`src/rtl/addsub_arbiter.sv`:
```
// rtl/addsub_arbiter.sv - two-requester round-robin front end for a shared ripple adder/subtractor
// Operands and result are registered; one operation is in flight at a time.

module adder_subtractor #(
   parameter int w = 8
) (
   input  logic [w-1:0] a,
   input  logic [w-1:0] b,
   input  logic         sub,
   output logic [w-1:0] z
);
   logic [w:0] c;

   // Subtraction as a + ~b + 1: the invert rides on b, the +1 enters as carry-in.
   assign c[0] = sub;

   for (genvar i = 0; i < w; i++) begin : g_fac
      logic bx;
      assign bx       = b[i] ^ sub;
      assign z[i]     = a[i] ^ bx ^ c[i];
      assign c[i + 1] = (a[i] & bx) | (c[i] & (a[i] ^ bx));
   end
endmodule

module addsub_arbiter #(
   parameter int w = 8
) (
   input  logic           clk,
   input  logic           rst,
   input  logic [1:0]     req_valid,
   output logic [1:0]     req_ready,
   input  logic [2*w-1:0] req_x,
   input  logic [2*w-1:0] req_y,
   input  logic [1:0]     req_sub,
   output logic           rsp_valid,
   input  logic           rsp_ready,
   output logic           rsp_id,
   output logic [w-1:0]   rsp_z,
   output logic           rsp_ovf
);
   typedef enum logic [1:0] {
      IDLE = 2'd0,
      EXEC = 2'd1,
      RESP = 2'd2
   } state_t;

   state_t         state;
   state_t         state_next;
   logic           prio;
   logic           grant;
   logic           accept;
   logic [w-1:0]   x_r;
   logic [w-1:0]   y_r;
   logic           sub_r;
   logic           id_r;
   logic [w-1:0]   z;
   logic           ovf;

   // Priority only matters when both ask; otherwise the lone requester wins.
   assign grant  = (req_valid == 2'b11) ? prio : req_valid[1];
   // Gated by rst so ready reads 0 while reset is held, even though state is IDLE.
   assign accept = (state == IDLE) && req_valid[grant] && !rst;

   adder_subtractor #(.w(w)) u_alu (
      .a   (x_r),
      .b   (y_r),
      .sub (sub_r),
      .z   (z)
   );

   assign ovf = sub_r ? ((x_r[w-1] != y_r[w-1]) && (z[w-1] != x_r[w-1]))
                      : ((x_r[w-1] == y_r[w-1]) && (z[w-1] != x_r[w-1]));

   always_ff @(posedge clk or posedge rst) begin
      if (rst) begin
         state <= IDLE;
      end else begin
         state <= state_next;
      end
   end

   always_comb begin
      state_next = state;
      case (state)
         IDLE:    if (accept) state_next = EXEC;
         EXEC:    state_next = RESP;
         RESP:    if (rsp_ready) state_next = IDLE;
         default: state_next = IDLE;
      endcase
   end

   always_comb begin
      req_ready = 2'b00;
      rsp_valid = 1'b0;
      if (accept) begin
         req_ready[grant] = 1'b1;
      end
      if (state == RESP) begin
         rsp_valid = 1'b1;
      end
   end

   always_ff @(posedge clk or posedge rst) begin
      if (rst) begin
         x_r     <= '0;
         y_r     <= '0;
         sub_r   <= 1'b0;
         id_r    <= 1'b0;
         prio    <= 1'b0;
         rsp_z   <= '0;
         rsp_ovf <= 1'b0;
      end else begin
         if (accept) begin
            x_r   <= grant ? req_x[2*w-1:w] : req_x[w-1:0];
            y_r   <= grant ? req_y[2*w-1:w] : req_y[w-1:0];
            sub_r <= req_sub[grant];
            id_r  <= grant;
            prio  <= ~grant;
         end
         if (state == EXEC) begin
            rsp_z   <= z;
            rsp_ovf <= ovf;
         end
      end
   end

   assign rsp_id = id_r;
endmodule
```
`config.mk`:
```
export PLATFORM = sky130hd
export DESIGN_NAME = addsub_arbiter
export DESIGN_NICKNAME = d
export VERILOG_FILES = /design/src/rtl/addsub_arbiter.sv
export SDC_FILE = /design/constraint.sdc
export NUM_CORES = 1
export LEC_CHECK = 0
export BUFFER_PORTS_ARGS = -buffer_cell sky130_fd_sc_hd__buf_2
export CAP_MARGIN = 10
export CORE_ASPECT_RATIO = 0.5
export CORE_MARGIN = 2
export CORE_UTILIZATION = 56
export CTS_BUF_LIST = sky130_fd_sc_hd__clkbuf_4
export DETAILED_ROUTE_END_ITERATION = 8
export GPL_TIMING_DRIVEN = 0
export PLACE_DENSITY = 0.84
export SETUP_SLACK_MARGIN = 0.02
export SLEW_MARGIN = 20
export SYNTH_ARGS = -nofsm -noshare
export SYNTH_HDL_FRONTEND = slang
export SYNTH_SLANG_ARGS = --single-unit
export TNS_END_PERCENT = 5
```
`constraint.sdc`:
```
create_clock -name clk -period 5.4 [get_ports clk]
set_input_delay 0.27 -clock clk [delete_from_list [all_inputs] [get_ports clk]]
set_output_delay 0.27 -clock clk [all_outputs]
set_load 0.01 [all_outputs]
```
**Word-level counts from Yosys, hierarchy flattened**

Cells that the tools add are included.

- Bits in registers: 30
- Input bits: 39
- Output and inout port bits: 13

- Eq/ne operators: 8
- Muxes and demuxes: 15
- Bitwise operators: 46
- Magnitude comparators: 2
- Reductions and logical operators: 8

Operators by type and width:

| cell | number |
|---|---|
| 1-bit XOR | 24 |
| 8-bit 2-to-1 mux | 2 |
| 1-bit bitwise AND | 14 |
| 1-bit 2-to-1 mux | 8 |
| 1-bit bitwise OR | 7 |
| 2-bit 2-to-1 mux | 3 |
| 2-bit case mux with 3 select lines | 1 |
| 1-bit logical AND | 5 |
| 2-bit equality test (second input constant) | 2 |
| 2-bit inequality test (second input constant) | 2 |
| 2-bit by 1-bit equality test with 1-bit output (second input constant) | 1 |
| 2-bit logical NOT | 1 |
| 1-bit by 2-bit less-than comparator with 1-bit output (second input constant) | 1 |
| 1-bit inequality test | 2 |
| 2-bit AND reduction | 1 |
| 1-bit demux with 1-bit select | 1 |
| 1-bit equality test | 1 |
| 1-bit >= comparator (second input constant) | 1 |
| 1-bit logical NOT | 1 |
| 1-bit NOT | 1 |

**Depth between registers and ports, before layout**

Gate-level depths: netlist (run 1).

- Word-level depth: 20
- Depth in mapped cells: 13
- Mapped depth without buffers: 12

**Hierarchy**

Synthesis (run 1) repeated with hierarchy kept, for this count alone.

- Cell total of the unflattened synthesis: 150
- Area total of the unflattened synthesis: 1,689.1 µm²

By module, submodules not included:

| module | seq. area each (µm²) | cells an instance | area an instance (µm²) | times used |
|---|---|---|---|---|
| addsub_arbiter | 750.7 | 121 | 1,410.1 | 1 |
| adder_subtractor | 0.0 | 29 | 279.0 | 1 |

**Worst setup path before layout (run 1)**

OpenSTA, ideal clock, no wires.

- Path kind: reg-to-reg
- From: register sub_r
- To: register rsp_z[7]
- Stages on the path, launching flop included: 14
- Data required time: 5.275 ns
- Slack: 1.922 ns
- Setup time: 0.125 ns
- Clock period less this slack: 3.478 ns
- Arrival time: 3.353 ns
- Cell sequence: dfrtp_1 buf_2 xnor2_1 fa_1 fa_1 fa_1 fa_1 inv_1 fa_1 inv_1 fa_1 xnor2_1 xnor2_1 mux2_2

- Word-level cells in the longest chain between the ends: 17

Ends and longest elaborated chain:

| what | RTL line | RTL |
|---|---|---|
| from (decl) | 54 | `logic sub_r;` |
| from (signal assigned) | 116 | `sub_r <= req_sub[grant];` |
| 1-bit XOR | 19 | `assign bx = b[i] ^ sub;` |
| 1-bit XOR | 21 | `assign c[i + 1] = (a[i] & bx) \| (c[i] & (a[i] ^ bx));` |
| 1-bit bitwise AND | 21 |  |
| 1-bit bitwise OR | 21 |  |
| 1-bit bitwise AND | 21 |  |
| 1-bit bitwise OR | 21 |  |
| 1-bit bitwise AND | 21 |  |
| 1-bit bitwise OR | 21 |  |
| 1-bit bitwise AND | 21 |  |
| 1-bit bitwise OR | 21 |  |
| 1-bit bitwise AND | 21 |  |
| 1-bit bitwise OR | 21 |  |
| 1-bit bitwise AND | 21 |  |
| 1-bit bitwise OR | 21 |  |
| 1-bit bitwise AND | 21 |  |
| 1-bit bitwise OR | 21 |  |
| 1-bit XOR * | 20 | `assign z[i] = a[i] ^ bx ^ c[i];` |
| to (signal assigned) | 121 | `rsp_z <= z;` |
| to (decl) | 38 | `output logic [w-1:0] rsp_z,` |

Every way passes the cells marked *; elsewhere a longest branch is shown, timed or not.
A chain may end at the register's enable or synchronous reset.

**Worst setup path after layout (run 1)**

Ends and elaborated chain as after synthesis.

==> flow_summary.yaml, run 1 <==
route:
  drtIter0Drc: 58
  avgViaCountPerCell: 5.42
  via_count: 1343
  ant_nets: 0
  wl_per_cell_um: 14.4
  first_pass_iters: 4
  drt_wl_total_um: 3570
  remaining_drc_errors: 0
setup_path:
  crit_chain: "buf_2 -> xnor2_1 -> fa_1 -> fa_1 -> fa_1 -> fa_1 -> inv_1 -> fa_1 -> inv_1 -> fa_1 -> xnor2_1 -> xnor2_1 -> mux2_2"
  critPathBufInv: 3
  worst_path_most_repeated_cell: "fa_1"
  crit_type: "reg -> reg"
  max_stage_delay_ps: 420
  crit_path_top_delay_cell: "fa_1"
  critPathLaunchType: "flip-flop"
  crit_arrival_ps: 3880
  crit_family: "adder cells"
  cp.required_ps: 5610
  endpoint_kind: "flip-flop"
  cp_max_fo: 9
sta:
  fin_skew_ps: 11.3
  setup_violations: 0
  setup_tns_ps: 0
  slew_viol_final: 0
  finalCritPeriodShare_pct: 68.1
  rsz0062_at_grt: "no"
  fmax_mhz: 272
  period_needed_ps: 3680
  max-slew-margin-rel_pct: 59.7
  worstMarginPinSlew_ps: 604
  hold_violations: 0
die:
  start_util_pct: 60.8
  fp-row-count: 13
  ios: 52
  die_width_um: 80.4
  fp.dieH_um: 42.2
  die-area_um2: 3390
  coreArea_um2: 2680
yosys:
  synth.avg_cell_area_um2: 10.6
  synth_compound_area_share_pct: 13.8
  synth_xor_area_share_pct: 5.36
  yosys-mux-area-fraction_pct: 2.61
  synth_seq_area_share_pct: 46.0
  syn-instance-count: 154
  synth_area_um2: 1630
  synth_cell_types: 26
  synth-adder-area-share_pct: 7.36
  synth-simple-area-share_pct: 17.4
  yosys_warnings: 0
  syn_nets: 199
  synth_seq_cells: 30
  synth_top_family_by_area: "simple AND/OR/NAND/NOR gates"
cts:
  clk_pin_slew_ps: 90
  cts_resized: 0
  cts.sinks: 30
  root_buffer: "clkbuf_4"
  clk_latency_ps: 320
  clockBufferDepth: 2
  cts_setup_buffers: 0
  h-tree-depth: 2
  ctsHoldBuffers: 0
  cts_tree: "done"
  numCtsBuffers: 5
global_routing:
  grt_overflow: 0
  gr-usage-all-layers_pct: 24.4
  grt_start_max_net_pins: 31
  grt_pass1_vias: 1317
  grt_pass1_wl_um: 6150
  antenna_found_initial: 0
placed_design:
  gp_congestion: 0.815
  placed_cell_area_um2: 1930
  dp_hpwl_um: 2760
  numPortBuffers: 51
power_and_ir_drop:
  p_leak_nw: 0.972
  power.density_nw_per_um2: 533
  ir_drop_v: 0.000202
layout:
  syn_to_final_growth_pct: 21.0
  fin_area_um2: 1980
  fillers: 218
  final_cell_mix: "buf_2, dfrtp_1, nand2_1"
  diodes: 0
  fin_nets: 257
  mostFrequentLayoutCell: "buf_2"
  drive_gt1_share_pct: 36.5
status:
  status: "complete, no violations"
worst_hold_path:
  hp-class: "in -> async"
job:
  drv_cap: 0
## kinds of logic after synthesis
| logic type | count (synthesis) |
|---|---|
| mux | 4 |
| simple gates | 51 |
| flops | 30 |
| xor+xnor | 10 |
| buf+inv | 25 |
| fa+ha+maj | 6 |
| compound gates | 28 |
## synthesized netlist by cell type, drive strengths merged
master / number / area share, %
and3: 1 / 0.38
mux2: 2 / 1.4
dfrtp: 30 / 46
a21oi: 2 / 0.61
and2: 1 / 0.38
buf: 8 / 3.6
nor2b: 1 / 0.38
inv: 12 / 2.8
fa: 6 / 7.4
or2b: 1 / 0.46
nor2: 1 / 0.23
a221o: 17 / 10
xor2: 1 / 0.54
o21ai: 9 / 2.8
mux2i: 2 / 1.2
nand2b: 1 / 0.38
clkbuf: 5 / 1.1
nand2: 25 / 5.7
or3: 1 / 0.38
nor3: 18 / 8.3
xnor2: 9 / 4.8
nor3b: 1 / 0.77
## layer usage
layer / track usage, % / wire length [um]
met1: 32.9 / 1600
met2: 38.7 / 1680
met5: 0 / 0
met4: 6.44 / 21
met3: 7.76 / 264
## state kept, by name, indices dropped and copies added, names as in the netlist
| name | cells |
|---|---|
| prio | 1 |
| state | 2 |
| rsp_z | 8 |
| sub_r | 1 |
| y_r | 8 |
| x_r | 8 |
| rsp_ovf | 1 |
| rsp_id | 1 |
## stage by stage
step | instances | power, mW | hold slack, ps | util, % | setup WS, ps
2_1_floorplan | 154 | 0.780 | 361 | - | 1920
3_3_place_gp | 242 | 0.911 | 458 | 72.1 | 1820
3_5_place_dp | 242 | 0.947 | 468 | 72.1 | 1720
4_1_cts | 248 | 1.06 | 124 | 73.6 | 1700
5_1_grt | 248 | 1.17 | 77.6 | 73.6 | 1540
6_report | 248 | 1.05 | 20.9 | 73.6 | 1720
## final cells by class
cell class                 count  area (um2)  area share, %
clock buffer                   5        37.5           1.90
multi-input combinational     99         759           38.4
sequential                    30         751           38.0
buffer                        13        77.6           3.93
clock inverter                 1        3.75          0.190
timing repair buffer          51         255           12.9
inverter                      12        45.0           2.28
tap                           37        46.3           2.34
## worst reg2reg max path: stages (launching register included)
cell	delay, ps
dfrtp_1	360
buf_2	200
xnor2_1	180
fa_1	420
fa_1	380
fa_1	390
fa_1	380
inv_1	80
fa_1	160
inv_1	50
fa_1	410
xnor2_1	160
xnor2_1	120
mux2_2	260
## report_power, final
| part | internal, mW | switching, mW | total [mW] |
|---|---|---|---|
| sequential | 0.326 | 0.0736 | 0.400 |
| clock | 0.0444 | 0.0712 | 0.116 |
| combinational | 0.265 | 0.273 | 0.537 |
## path summary, 6_finish.rpt
kind / start / end / slack [ps] / cells after the start
worst max-delay path: sub_r$_DFFE_PP0P_ / rsp_z[7]$_DFFE_PP0N_ / 1720 / 13
worst min-delay path: rst / state[0]$_DFFE_PP0P_ / 20 / 2
worst max register to register: sub_r$_DFFE_PP0P_ / rsp_z[7]$_DFFE_PP0N_ / 1720 / 13
worst min register to register: rsp_z[1]$_DFFE_PP0N_ / rsp_z[1]$_DFFE_PP0N_ / 480 / 2
max in group asynchronous: rst / rsp_ovf$_DFFE_PP0N_ / 4970 / 2
min in group clk: rsp_ready / state[1]$_DFFE_PP0P_ / 120 / 2
No activity file was read; power rests on OpenSTA's default activity.
==> inputs of run 2 (changes only) <==
ABC_AREA = 1   (was not set)
CORE_UTILIZATION = 52   (was 56)
PLACE_DENSITY = 0.79   (was 0.84)
clock period = 3.4 ns   (was 5.4 ns; I/O delays follow)
==> run 2 against run 1 <==
Net effect: final area increased by 0.76%; setup slack worse by 1500 ps; critical path depth increased by 1; total power grew 65%; clock power increased by 84%.
==> flow_summary.yaml, run 2 <==
die:
  start_util_pct: 53.5
  die-area_um2: 3510
  fp-row-count: 14
  coreArea_um2: 2940
  ios: 52
  die_width_um: 81.8
  fp.dieH_um: 42.9
route:
  via_count: 1386
  ant_nets: 0
  drtIter0Drc: 70
  drt_wl_total_um: 3430
  avgViaCountPerCell: 4.81
  first_pass_iters: 4
  wl_per_cell_um: 11.9
  remaining_drc_errors: 0
cts:
  numCtsBuffers: 5
  clk_latency_ps: 340
  clockBufferDepth: 2
  root_buffer: "clkbuf_4"
  clk_pin_slew_ps: 100
  cts.sinks: 30
  h-tree-depth: 2
  cts_tree: "done"
yosys:
  yosys.area.top_type: "dfrtp_1"
  synth_xor_area_share_pct: 3.34
  synth_top_flop_cell: "dfrtp_1"
  syn_nets: 229
  synth_seq_area_share_pct: 47.7
  yosysMostFrequentCell: "nand2_1"
  synth_top_family_by_area: "simple AND/OR/NAND/NOR gates"
  synth_area_um2: 1580
  synth_compound_area_share_pct: 3.18
  synth-simple-area-share_pct: 30.8
  synth_edf_count: 0
  synth_seq_cells: 30
  syn-instance-count: 184
  synth_top_area_share_pct: 47.7
  yosys_warnings: 0
  synth_cell_types: 20
  synth.avg_cell_area_um2: 8.56
  synthArstFlopShare_pct: 100
  synth-adder-area-share_pct: 7.63
  yosys-mux-area-fraction_pct: 0
  ys_top_cells_by_count: "nand2_1, dfrtp_1, nand3_1, inv_1, o21ai_1"
  synth_area_leaders: "dfrtp_1, nand2_1, fa_1, nand3_1, inv_1"
layout:
  final_cell_mix: "nand2_1, buf_2, dfrtp_1"
  mostFrequentLayoutCell: "nand2_1"
  regArea_um2: 751
  syn_to_final_growth_pct: 26.4
  diodes: 0
  multiInputGateArea_um2: 716
  fillers: 253
  largest_registers: "rsp_z: 8 flops, x_r: 8 flops, y_r: 8 flops"
  drive_gt1_share_pct: 32.7
  finalNonFillerCells: 288
  fin_nets: 292
sta:
  setup_violations: 0
  period_needed_ps: 3180
  finalCritPeriodShare_pct: 93.4
  hold-worst-slack_ps: 24.7
  worstMarginPinSlew_ps: 670
  max-slew-margin-rel_pct: 55.3
  fmax_mhz: 315
  hold_violations: 0
  rsz0062_at_grt: "no"
  fin_skew_ps: 7.51
  slew_viol_final: 0
setup_path:
  critPathBufInv: 4
  max_stage_delay_ps: 380
  crit_chain: "buf_6 -> xnor2_1 -> fa_2 -> fa_2 -> fa_1 -> fa_1 -> inv_1 -> fa_1 -> inv_1 -> fa_2 -> inv_2 -> nand3_1 -> nand3_1 -> nand2_1"
  cp_max_fo: 5
  endpoint_kind: "flip-flop"
  crit_family: "adder cells"
  crit_path_top_delay_cell: "dfrtp_1"
  crit_arrival_ps: 3420
  crit_type: "reg -> reg"
  critPathLaunchType: "flip-flop"
  cp.required_ps: 3640
job:
  drv_cap: 0
status:
  status: "complete, no violations"
global_routing:
  gr-usage-all-layers_pct: 22.9
  grt_pass1_wl_um: 5800
  antenna_found_initial: 0
  grt_pass1_vias: 1358
  grt_overflow: 0
  grt_start_max_net_pins: 32
placed_design:
  gp_congestion: 0.788
  numPortBuffers: 51
  dp_hpwl_um: 2540
  placed_cells: 275
power_and_ir_drop:
  p_leak_nw: 1.09
  ir_drop_v: 0.000362
  power.density_nw_per_um2: 872
worst_hold_path:
  hp-class: "in -> reg"
run 2: final cells by class:
| type | count | share of cell area (%) |
|---|---|---|
| Sequential cell | 30 | 37.7 |
| Multi-Input combinational cell | 129 | 36.0 |
| Timing Repair Buffer | 56 | 15.0 |
| Inverter | 19 | 3.58 |
| Buffer | 6 | 2.58 |
| Tap cell | 40 | 2.51 |
| Clock buffer | 6 | 2.26 |
| Clock inverter | 2 | 0.440 |
run 2: path summary, 6_finish.rpt:
path,endpoint,from,slack [ps],cells after the start
setup / recovery,rsp_z[7]$_DFFE_PP0N_,sub_r$_DFFE_PP0P_,220,14
hold / removal,y_r[1]$_DFFE_PP0P_,req_y[1],20,3
setup reg to reg,rsp_z[7]$_DFFE_PP0N_,sub_r$_DFFE_PP0P_,220,14
hold reg to reg,rsp_ovf$_DFFE_PP0N_,rsp_ovf$_DFFE_PP0N_,480,2
max in group asynchronous,x_r[4]$_DFFE_PP0P_,rst,2500,3
min in group asynchronous,rsp_z[4]$_DFFE_PP0N_,rst,460,3
run 2: cell families (layout without fill, tap and decap cells):
logic type,Yosys count,in the layout
AO/OA/AOI/OAI,10,10
flip-flops,30,30
adder cells (fa/ha/maj),6,6
buffers and inverters,25,89
AND/OR/NAND/NOR,107,107
XOR/XNOR,6,6
run 2: metal layers:
| layer | global-route usage, % | vias to the layer above | part of all wire, % |
|---|---|---|---|
| li1 | - | 690 | - |
| met1 | 29.7 | 644 | 43 |
| met2 | 35.8 | 47 | 47 |
| met3 | 6.17 | 5 | 8.2 |
| met4 | 11.0 | 0 | 1.1 |
| met5 | 0 | - | 0 |
run 2: metrics by stage:
step                      power (mW)  setup WS, ps  util (%)  setup TNS (ps)  instance area (um2)
after detailed placement        1.47          -135      63.9            -235                 1880
final                           1.74           224      67.6               0                 1990
after global placement          1.44         -38.4      63.9           -42.4                 1880
after floorplan                 1.18           176         -               0                 1580
after global routing            1.90          23.8      67.6               0                 1990
after CTS                       1.70          47.5      66.7               0                 1960
run 2: what timing repair did:
action | 4_1_cts | 5_1_grt
endpoints found under the setup margin | 2 | 3
cloned | 0 | 0
hold buffers | 2 | 0
setup buffers | 0 | 3
hold endpoints to repair | 31 | 0
resized for setup | 3 | 3
run 2: report_power, final:
group / leakage, nW / switching [mW] / internal, mW
registers: 0.372 / 0.0976 / 0.513
logic: 0.681 / 0.500 / 0.411
clock network: 0.0331 / 0.128 / 0.0854
run 2: tightest hold or removal path: stages:
cell and delay [ps]:
buf_2 70, nand2_1 40, nand3_1 50
==> inputs of run 3 (changes only) <==
ABC_AREA = 0   (was 1)
PLACE_DENSITY = 0.78   (was 0.79)
TNS_END_PERCENT = not set   (was 5)
==> run 3 against run 2 <==
Net effect: combinational power shrank 1%; sequential power grew 4.3%; final area up 3.8%; hold slack gained 44 ps; setup slack got worse by 190 ps; sequential share of layout area is 1.4 points lower; core utilization up 1.3 points.
==> flow_summary.yaml, run 3 (synthesis results as in run 1) <==
route:
  first_pass_iters: 4
  avgViaCountPerCell: 5.08
  drt_wl_total_um: 3400
  via_count: 1316
  wl_per_cell_um: 13.1
  ant_nets: 0
  remaining_drc_errors: 0
  drtIter0Drc: 66
power_and_ir_drop:
  power.density_nw_per_um2: 844
  p_leak_nw: 1.01
  ir_drop_v: 0.000334
layout:
  finalNonFillerCells: 259
  mostFrequentLayoutCell: "buf_2"
  final_cell_mix: "buf_2, dfrtp_1, nand2_1"
  syn_to_final_growth_pct: 26.5
  largest_registers: "rsp_z: 8 flops, x_r: 8 flops, y_r: 8 flops"
  diodes: 0
  drive_gt1_share_pct: 40.2
  fin_nets: 263
sta:
  hold-worst-slack_ps: 68.3
  fin_ws_ps: 35.5
  worstMarginPinSlew_ps: 612
  rsz0062_at_grt: "yes"
  hold_violations: 0
  setup_tns_ps: 0
  setup_violations: 0
  period_needed_ps: 3360
  fin_skew_ps: 8.62
  fmax_mhz: 297
  slew_viol_final: 0
  max-slew-margin-rel_pct: 59.1
  finalCritPeriodShare_pct: 99.0
setup_path:
  crit_type: "reg -> reg"
  crit_arrival_ps: 3580
  critPathLaunchType: "flip-flop"
  cp_max_fo: 7
  cp.required_ps: 3610
  endpoint_kind: "flip-flop"
cts:
  clockBufferDepth: 2
  clk_latency_ps: 320
  cts_tree: "done"
  cts.sinks: 30
  clk_pin_slew_ps: 100
  h-tree-depth: 2
  root_buffer: "clkbuf_4"
  numCtsBuffers: 5
placed_design:
  gp_congestion: 0.788
  dpl_worst_slack_ps: -121
  dp_hpwl_um: 2630
  numPortBuffers: 51
  placed_cells: 245
status:
  status: "complete, no violations"
die:
  die_width_um: 83.2
  ios: 52
  start_util_pct: 54.5
  fp-row-count: 14
  fp.dieH_um: 43.6
  die-area_um2: 3630
  coreArea_um2: 3000
global_routing:
  antenna_found_initial: 0
  grt_overflow: 0
  gr-usage-all-layers_pct: 21.1
  grt_start_max_net_pins: 31
  grt_pass1_vias: 1256
  grt_pass1_wl_um: 5740
worst_hold_path:
  hp-class: "in -> reg"
job:
  drv_cap: 0
==> run 3: final timing paths <==
check / start / endpoint / slack (ps) / cells past startpoint
hold / removal: req_x[6] / x_r[6]$_DFFE_PP0P_ / 70 / 2
hold reg to reg: rsp_z[1]$_DFFE_PP0N_ / rsp_z[1]$_DFFE_PP0N_ / 480 / 2
max in group asynchronous: rst / y_r[7]$_DFFE_PP0P_ / 2520 / 3
setup / recovery: sub_r$_DFFE_PP0P_ / rsp_z[7]$_DFFE_PP0N_ / 40 / 13
min in group asynchronous: rst / y_r[5]$_DFFE_PP0P_ / 480 / 3
setup reg to reg: sub_r$_DFFE_PP0P_ / rsp_z[7]$_DFFE_PP0N_ / 40 / 13
==> run 3: what timing repair did <==
action | 4_1_cts | 5_1_grt
hold endpoints to repair | 0 | 31
hold buffers | 0 | 2
setup buffers | 0 | 4
setup endpoints to repair | 2 | 2
gates resized for setup | 4 | 1
==> run 3: critical path, stage by stage, from the launching register on <==
cell     delay, ps
dfrtp_1        380
buf_6          140
xnor2_2        140
fa_2           370
fa_2           350
fa_2           350
fa_1           370
inv_1           80
fa_1           160
inv_1           50
fa_2           350
xnor2_1        140
xnor2_1        120
mux2_2         260
==> run 3: metrics by stage <==
stage          power [mW]  util (%)  area, um2
3_5_place_dp         1.51      65.0       1950
5_1_grt              1.92      69.0       2070
6_report             1.74      69.0       2070
4_1_cts              1.73      67.3       2020
3_3_place_gp         1.46      65.0       1950
2_1_floorplan        1.25         -       1640
==> run 3: where the power goes <==
part / switching (mW) / internal, mW
sequential: 0.120 / 0.518
combinational: 0.430 / 0.469
clock: 0.121 / 0.0855
==> run 3: cell type report <==
| cell class | count | area (um2) |
|---|---|---|
| repair buffers | 57 | 305 |
| well taps | 40 | 50.0 |
| flip-flops and latches | 30 | 751 |
| clock buffers | 6 | 45.0 |
| plain buffers | 13 | 83.8 |
| multi-input cells | 99 | 777 |
| fillers | 250 | 930 |
| clock inverters | 2 | 8.76 |
| inverters | 12 | 45.0 |
==> run 3: routing by layer <==
metal	track usage, %	share of wire, %	vias up
met5	0	0	-
met4	5.90	0.74	0
met3	5.90	5.1	5
met2	33.7	45	36
met1	29.1	49	613
li1	-	-	662
